===== config.mk =====
export PLATFORM = sky130hd
export DESIGN_NAME = mc_sequencer
export DESIGN_NICKNAME = d
export VERILOG_FILES = /design/src/rtl/mc_pkg.sv /design/src/rtl/mc_wait_timer.sv /design/src/rtl/mc_sequencer.sv
export SDC_FILE = /design/constraint.sdc
export NUM_CORES = 1
export LEC_CHECK = 0
export CORE_MARGIN = 3
export CORE_UTILIZATION = 60
export CTS_CLUSTER_DIAMETER = 200
export DETAILED_ROUTE_END_ITERATION = 6
export DONT_BUFFER_PORTS = 1
export PLACE_DENSITY_LB_ADDON = 0.2
export SETUP_SLACK_MARGIN = 0.4
export SLEW_MARGIN = 20
export SYNTH_ARGS = -nofsm -noshare
export SYNTH_HDL_FRONTEND = slang
export SYNTH_SLANG_ARGS = --single-unit
export TNS_END_PERCENT = 5

===== constraint.sdc =====
create_clock -name clk -period 6.8 [get_ports clk]
set_input_delay 1.7 -clock clk [delete_from_list [all_inputs] [get_ports clk]]
set_output_delay 1.7 -clock clk [all_outputs]
set_load 0.005 [all_outputs]

===== src/rtl/mc_pkg.sv =====
// Shared types and encodings for the multi-cycle MIPS control sequencer.
package mc_pkg;

  typedef enum logic [3:0] {
    S_FETCH, S_DECODE, S_MEMADR, S_MEMRD, S_MEMWB, S_MEMWR, S_RTYPE_EX,
    S_ALU_WB, S_ADDI_EX, S_BRANCH, S_JUMP, S_JAL, S_JR, S_HALT
  } state_e;

  localparam logic [5:0] OP_RTYPE = 6'h00;
  localparam logic [5:0] OP_LW    = 6'h23;
  localparam logic [5:0] OP_SW    = 6'h2B;
  localparam logic [5:0] OP_BEQ   = 6'h04;
  localparam logic [5:0] OP_J     = 6'h02;
  localparam logic [5:0] OP_JAL   = 6'h03;
  localparam logic [5:0] OP_ADDI  = 6'h08;
  localparam logic [5:0] FN_JR    = 6'h08;

  localparam logic [1:0] PCSRC_ALU    = 2'd0;
  localparam logic [1:0] PCSRC_ALUOUT = 2'd1;
  localparam logic [1:0] PCSRC_JUMP   = 2'd2;
  localparam logic [1:0] PCSRC_REGA   = 2'd3;

  localparam logic [1:0] SRCB_REGB    = 2'd0;
  localparam logic [1:0] SRCB_FOUR    = 2'd1;
  localparam logic [1:0] SRCB_IMM     = 2'd2;
  localparam logic [1:0] SRCB_IMM_SH  = 2'd3;

  localparam logic [1:0] ALUOP_ADD    = 2'b00;
  localparam logic [1:0] ALUOP_SUB    = 2'b01;
  localparam logic [1:0] ALUOP_FUNCT  = 2'b10;

  localparam logic [1:0] DST_RT       = 2'd0;
  localparam logic [1:0] DST_RD       = 2'd1;
  localparam logic [1:0] DST_LINK     = 2'd2;

  localparam logic [1:0] M2R_ALU      = 2'd0;
  localparam logic [1:0] M2R_MEM      = 2'd1;
  localparam logic [1:0] M2R_PC       = 2'd2;

  // States that hold a memory access open and are subject to the wait timeout.
  function automatic logic is_mem_state(state_e s);
    return (s == S_FETCH) || (s == S_MEMRD) || (s == S_MEMWR);
  endfunction

endpackage


===== src/rtl/mc_wait_timer.sv =====
// Counts consecutive not-ready cycles of a memory access and flags a timeout.
module mc_wait_timer #(
  parameter int WAIT_LIMIT = 8
) (
  input  logic clk,
  input  logic reset,
  input  logic start_i,
  input  logic busy_i,
  input  logic ready_i,
  output logic timeout_o
);

  localparam int CW = $clog2(WAIT_LIMIT + 1);

  logic [CW-1:0] cnt_q, cnt_d;

  always_comb begin
    cnt_d = cnt_q;
    if (start_i)                cnt_d = '0;
    else if (busy_i && !ready_i) cnt_d = cnt_q + 1'b1;
  end

  always_ff @(posedge clk or posedge reset) begin
    if (reset) cnt_q <= '0;
    else       cnt_q <= cnt_d;
  end

  // Fires on the WAIT_LIMIT-th not-ready cycle so the FSM leaves on that edge.
  assign timeout_o = busy_i && !ready_i && (cnt_q == CW'(WAIT_LIMIT - 1));

endmodule


===== src/rtl/mc_sequencer.sv =====
// Multi-cycle MIPS control FSM: drives datapath selects/enables per step,
// handles memory handshake with timeout, and counts retired instructions.
module mc_sequencer
  import mc_pkg::*;
#(
  parameter int COUNT_W    = 16,
  parameter int LINK_REG   = 15,
  parameter int WAIT_LIMIT = 8
) (
  input  logic               clk,
  input  logic               reset,
  input  logic [5:0]         opcode,
  input  logic [5:0]         funct,
  input  logic               zero,
  input  logic               mem_ready,
  output logic               pc_en,
  output logic [1:0]         pc_src,
  output logic               ir_write,
  output logic               mem_read,
  output logic               mem_write,
  output logic               i_or_d,
  output logic               alu_src_a,
  output logic [1:0]         alu_src_b,
  output logic [1:0]         alu_op,
  output logic               reg_write,
  output logic [1:0]         reg_dst,
  output logic [1:0]         mem_to_reg,
  output logic               fault,
  output logic [COUNT_W-1:0] retired
);

  if (LINK_REG < 0 || LINK_REG > 31) begin : g_bad_link
    $error("LINK_REG must address one of 32 registers");
  end

  state_e               state_q, state_d;
  logic                 dst_rd_q, dst_rd_d;
  logic                 fault_q, fault_d;
  logic [COUNT_W-1:0]   retired_q, retired_d;
  logic                 timeout, wt_start;

  mc_wait_timer #(.WAIT_LIMIT(WAIT_LIMIT)) u_wait (
    .clk       (clk),
    .reset     (reset),
    .start_i   (wt_start),
    .busy_i    (is_mem_state(state_q)),
    .ready_i   (mem_ready),
    .timeout_o (timeout)
  );

  always_comb begin
    state_d    = state_q;
    dst_rd_d   = dst_rd_q;
    fault_d    = fault_q;
    pc_en      = 1'b0;
    pc_src     = PCSRC_ALU;
    ir_write   = 1'b0;
    mem_read   = 1'b0;
    mem_write  = 1'b0;
    i_or_d     = 1'b0;
    alu_src_a  = 1'b0;
    alu_src_b  = SRCB_REGB;
    alu_op     = ALUOP_ADD;
    reg_write  = 1'b0;
    reg_dst    = DST_RT;
    mem_to_reg = M2R_ALU;

    unique case (state_q)
      S_FETCH: begin
        mem_read  = 1'b1;
        alu_src_b = SRCB_FOUR;
        ir_write  = mem_ready;
        pc_en     = mem_ready;
        if (timeout)        begin state_d = S_HALT; fault_d = 1'b1; end
        else if (mem_ready) state_d = S_DECODE;
      end
      S_DECODE: begin
        alu_src_b = SRCB_IMM_SH;
        unique case (opcode)
          OP_LW, OP_SW: state_d = S_MEMADR;
          OP_RTYPE:     state_d = (funct == FN_JR) ? S_JR : S_RTYPE_EX;
          OP_ADDI:      state_d = S_ADDI_EX;
          OP_BEQ:       state_d = S_BRANCH;
          OP_J:         state_d = S_JUMP;
          OP_JAL:       state_d = S_JAL;
          default:      begin state_d = S_HALT; fault_d = 1'b1; end
        endcase
      end
      S_MEMADR: begin
        alu_src_a = 1'b1;
        alu_src_b = SRCB_IMM;
        state_d   = (opcode == OP_SW) ? S_MEMWR : S_MEMRD;
      end
      S_MEMRD: begin
        mem_read = 1'b1;
        i_or_d   = 1'b1;
        if (timeout)        begin state_d = S_HALT; fault_d = 1'b1; end
        else if (mem_ready) state_d = S_MEMWB;
      end
      S_MEMWB: begin
        reg_write  = 1'b1;
        mem_to_reg = M2R_MEM;
        state_d    = S_FETCH;
      end
      S_MEMWR: begin
        mem_write = 1'b1;
        i_or_d    = 1'b1;
        if (timeout)        begin state_d = S_HALT; fault_d = 1'b1; end
        else if (mem_ready) state_d = S_FETCH;
      end
      S_RTYPE_EX: begin
        alu_src_a = 1'b1;
        alu_op    = ALUOP_FUNCT;
        dst_rd_d  = 1'b1;
        state_d   = S_ALU_WB;
      end
      S_ADDI_EX: begin
        alu_src_a = 1'b1;
        alu_src_b = SRCB_IMM;
        dst_rd_d  = 1'b0;
        state_d   = S_ALU_WB;
      end
      S_ALU_WB: begin
        reg_write = 1'b1;
        reg_dst   = dst_rd_q ? DST_RD : DST_RT;
        state_d   = S_FETCH;
      end
      S_BRANCH: begin
        alu_src_a = 1'b1;
        alu_op    = ALUOP_SUB;
        pc_src    = PCSRC_ALUOUT;
        pc_en     = zero;
        state_d   = S_FETCH;
      end
      S_JUMP: begin
        pc_src  = PCSRC_JUMP;
        pc_en   = 1'b1;
        state_d = S_FETCH;
      end
      S_JAL: begin
        pc_src     = PCSRC_JUMP;
        pc_en      = 1'b1;
        reg_write  = 1'b1;
        reg_dst    = DST_LINK;
        mem_to_reg = M2R_PC;
        state_d    = S_FETCH;
      end
      S_JR: begin
        pc_src  = PCSRC_REGA;
        pc_en   = 1'b1;
        state_d = S_FETCH;
      end
      S_HALT:  state_d = S_HALT;
      default: state_d = S_HALT;
    endcase

    // Outputs must fall the moment reset rises, not at the next edge.
    if (reset) begin
      pc_en      = 1'b0;
      pc_src     = '0;
      ir_write   = 1'b0;
      mem_read   = 1'b0;
      mem_write  = 1'b0;
      i_or_d     = 1'b0;
      alu_src_a  = 1'b0;
      alu_src_b  = '0;
      alu_op     = '0;
      reg_write  = 1'b0;
      reg_dst    = '0;
      mem_to_reg = '0;
    end
  end

  assign wt_start  = (state_d != state_q) && is_mem_state(state_d);
  assign retired_d = (state_d == S_FETCH && state_q != S_FETCH) ? retired_q + 1'b1 : retired_q;

  always_ff @(posedge clk or posedge reset) begin
    if (reset) begin
      state_q   <= S_FETCH;
      dst_rd_q  <= 1'b0;
      fault_q   <= 1'b0;
      retired_q <= '0;
    end else begin
      state_q   <= state_d;
      dst_rd_q  <= dst_rd_d;
      fault_q   <= fault_d;
      retired_q <= retired_d;
    end
  end

  assign fault   = fault_q;
  assign retired = retired_q;

endmodule


Yosys cells after proc, flatten, opt, wreduce, memory -nomap -nowiden. Cells that the tools add are included.

Flip-flop bits (word level): 26. Bits of input ports: 16. Output and inout port bits: 34. Word-level logic and storage cells: 102.

$add $sub $neg: 2. Eq/ne operators: 25. Muxes and demuxes: 41. Reductions and logical operators: 29.

Operators with widths (number): two-way mux 4 bit (9); case mux 4 bit (7 select lines) (1); equality test 4 x 3 -> 1 bit, second input constant (6); case mux 4 bit (6 select lines) (1); equality test 4 bit, second input constant (5); adder 16 x 1 -> 16 bit, second input constant (1); two-way mux 1 bit (16); equality test 4 x 2 -> 1 bit, second input constant (3); equality test 6 x 2 -> 1 bit, second input constant (2); equality test 6 x 4 -> 1 bit, second input constant (2); equality test 6 bit, second input constant (2); case mux 2 bit (2 select lines) (3); case mux 2 bit (3 select lines) (2); OR reduction 2 bit (6); two-way mux 2 bit (5); OR reduction 3 bit (3); logical NOT 4 bit (2); OR reduction 7 bit (1); equality test 6 x 3 -> 1 bit, second input constant (1); logical NOT 6 bit (1); nonzero test 2 bit (3); OR reduction 6 bit (1); adder 4 x 1 -> 4 bit, second input constant (1); equality test 4 x 1 -> 1 bit, second input constant (1); other kinds (12) (19).

Logic depth before layout (Yosys ltp).
Word-level depth: 12. Mapped depth: 11.

By module. Synthesis repeated with hierarchy kept, for this count alone.

Cell total of the unflattened synthesis: 216. Area, all modules: 1918.1 sq um.

By module, submodules not included: mc_sequencer (times used 1, cells each 197, area an instance 1702.9 sq um, seq. area each 550.5 sq um); mc_wait_timer (times used 1, cells each 19, area an instance 215.2 sq um, seq. area each 100.1 sq um).

Least setup slack after synthesis. No wires, ideal clock.

Kind: in2out. Start point: input port reset. End point: output port mem_to_reg[0]. Arrival time: 2.940 ns. Data required time: 5.100 ns. Slack: 2.160 ns. Cell stages on the path: 4. Cell sequence: clkbuf_1 > inv_1 > nand3_1 > nor3_1.

Cells in the longest elaborated chain, start to end: 1.

Ends and longest elaborated chain: from (decl) (line mc_sequencer.sv:11) `input logic reset,`; two-way mux 2 bit (line mc_sequencer.sv:158) `if (reset) begin`; to (decl) (line mc_sequencer.sv:27) `output logic [1:0] mem_to_reg,`.

Every way passes these cells.

Worst setup path after layout.
Start point: input port reset. End point: output port reg_dst[0].

Cells in the longest elaborated chain, start to end: 1.

Ends and longest elaborated chain: two-way mux 2 bit (line mc_sequencer.sv:158); to (decl) (line mc_sequencer.sv:26) `output logic [1:0] reg_dst,`.

Every way passes these cells.

==> results.txt <==
Mapped Cells - 232
sequential fraction of the synthesis area - 0.323
CTS tree - built
DRC - 0
Clock transition at path regs - 0.14 ns
syn_area_per_cell - 8.68 um2
Die Ht - 63.9 um
H-tree depth - 1
grt total ovfl - 0
HPWL after detailed placement - 3450 um
f_max - 214 MHz
Final ANT Viol Nets - 0
hold_buf cts - 0
synthesis warning total - 0
Max IR drop VDD - 0.336 mV
num ports - 50
actual slew at the worst max-slew pin - 0.937 ns
startpoint types - input port
ys flop type - dfrtp_1
via count - 1,700
delay-heaviest family, CP - buffers and inverters
total design power - 0.000805 W
Yosys reg bits - 26
worst skew pair latency - 0.32 ns
core footprint - 0.00313 mm2
post_cts resized - 0
nature of the critical path endpoint - output port
critical path class - in -> out
fin nets - 238
mean routed wirelength per cell - 17.1 um
RSZ-0062 raised after global routing - no
vias per cell - 6.46
leakage - 0.844 nW
Data required, critical path - 5.10 ns
setup bufs post-CTS - 0
crit path cell chain - clkinv_1 -> nand3_1 -> nor2_1
Synth Net Count - 250
die area - 0.00409 mm2
CTS root buffer - clkbuf_4
Filler Cells Inserted - 285
GRT Resource Usage Total - 0.225
minimum clock period - 4.67 ns
drt total wl - 4500 um
Buf+Inv Stages, Crit Path - 1
crit-path max FO - 28
initial antenna violation count - 0
fin. max-slew vios - 0
final core utilization - 0.641
gpl congestion - 0.863
max incr delay on CP - 0.71 ns
largest net degree at the start of global routing - 29
Setup Skew - 0.0110 ns
register area - 651 um2
clock sink count - 26
hold slack - 0.501 ns
Starting Density - 0.644
area grow syn2layout - -0.435%
TritonCTS buffer count - 3
num rows - 20
Crit-path slowest cell - clkinv_1
library cells used by synthesis - 59
vias in the first global route - 1,607
Min-Delay Path Class - reg -> reg
Ant. Diodes - 0
area occupied by multi-input gates - 0.00123 mm2
I/O Buffers - 0
clk buf depth - 2
first-pass GRT wire length - 7500 um
Detailed Routing Iterations Pass 1 - 4
Pwr Density - 402 mW/mm2
final period utilization - 0.686
share of cells above drive strength 1 - 0.105
Worst slew margin - 0.372
number of synthesized flops with an enable pin - 0
Setup Viol. Count Final - 0
status - complete, no violations
synthesized area - 0.00201 mm2
Post-synth ARST share - 1.00
Worst Path Arrival - 2.97 ns
Initial DRC Count - 232
TNS Setup - 0 ns
die width - 63.9 um
Hold Fails Final Rpt - 0
max cap viols - 0
==> registers in the layout (all words and copies together), names as in the netlist <==
| signal | count |
|---|---|
| dst_rd_q | 1 |
| fault | 1 |
| retired | 16 |
| state_q | 4 |
| u_wait.cnt_q | 4 |
==> power breakdown <==
part | leakage [nW] | internal [W] | total [W] | switching (W)
Clock | 0.0210 | 0.0000327 | 0.0000771 | 0.0000444
Combinational | 0.483 | 0.000175 | 0.000442 | 0.000267
Sequential | 0.339 | 0.000190 | 0.000286 | 0.0000958
==> worst register-to-register path, delay by kind of cell (launching register included) <==
kind                      cells  cell delay, ns
AOI/OAI and AO/OA             2            0.53
xor gates and xnor gates      1            0.14
DFF                           1            0.73
buffers and inverters         1            0.10
and+or+nand+nor               4            1.26
==> cell type report <==
type / instances / area share
multi-input combinational: 181 / 0.615
clock buffer: 4 / 0.0181
sequential: 26 / 0.325
tap: 44 / 0.0275
inverter: 8 / 0.0150
==> logic make-up (layout without fill, tap and decap cells) <==
logic type / count (synthesis) / count (layout) / synth area share
buf+inv: 25 / 12 / 0.0646
xor+xnor: 21 / 21 / 0.0988
mux: 2 / 2 / 0.0106
compound gates: 42 / 42 / 0.154
simple gates: 114 / 114 / 0.337
fa+ha+maj: 2 / 2 / 0.0124
flops: 26 / 26 / 0.323
==> path summary, 6_finish.rpt <==
path                            start         end  slack [ns]  cells after the start
setup / recovery                reset  reg_dst[0]        2.13                      3
hold / removal                  fault       fault        0.50                      1
setup reg to reg           state_q[3]  retired[5]        3.93                      8
hold reg to reg                 fault       fault        0.50                      1
max in group asynchronous       reset  retired[9]        5.02                      1
min in group asynchronous       reset       fault        1.34                      1
==> stage by stage <==
step,instance area (um2),cells,setup slack (ns)
5_1_grt,2000,263,1.86
4_1_cts,2000,263,2.09
2_1_floorplan,2010,232,2.16
6_report,2000,263,2.13
3_5_place_dp,1970,259,2.07
3_3_place_gp,1970,259,2.15
==> cells in the mapped netlist, types with 5 or more instances <==
master	count	area share
nand4_1	8	0.025
o21ai_0	6	0.015
nor2_1	20	0.037
inv_1	7	0.013
and3_1	5	0.016
nor3_1	13	0.032
xnor2_1	9	0.039
nand2_1	20	0.037
a21oi_1	9	0.022
buf_2	5	0.012
xor2_1	10	0.044
dfrtp_1	26	0.32
nand3_1	13	0.032
nor4_1	5	0.016
==> cells in the final DEF, fill, tap and decap left out, types with 3 or more instances in the layout <==
cell type and count:
dfrtp_1 26, nand2_1 20, nor2_1 20, nor3_1 13, nand3_1 13, xor2_1 10
a21oi_1 9, xnor2_1 9, nand4_1 8, inv_1 6, o21ai_0 6, and3_1 5
nor4_1 5, nand2b_1 4, a31oi_1 4, or4_4 3, nor3b_1 3, o2111ai_1 3
clkbuf_4 3
==> per-layer routing <==
| metal | part of all wire | vias to the layer above | wire length (um) | GRT usage |
|---|---|---|---|---|
| met4 | 0.013 | 0 | 57 | 0.0647 |
| met3 | 0.070 | 7 | 315 | 0.0387 |
| met5 | 0 | - | 0 | 0 |
| li1 | - | 816 | - | - |
| met1 | 0.40 | 812 | 1810 | 0.286 |
| met2 | 0.51 | 65 | 2310 | 0.391 |
Power figures use the tool's default switching activity.
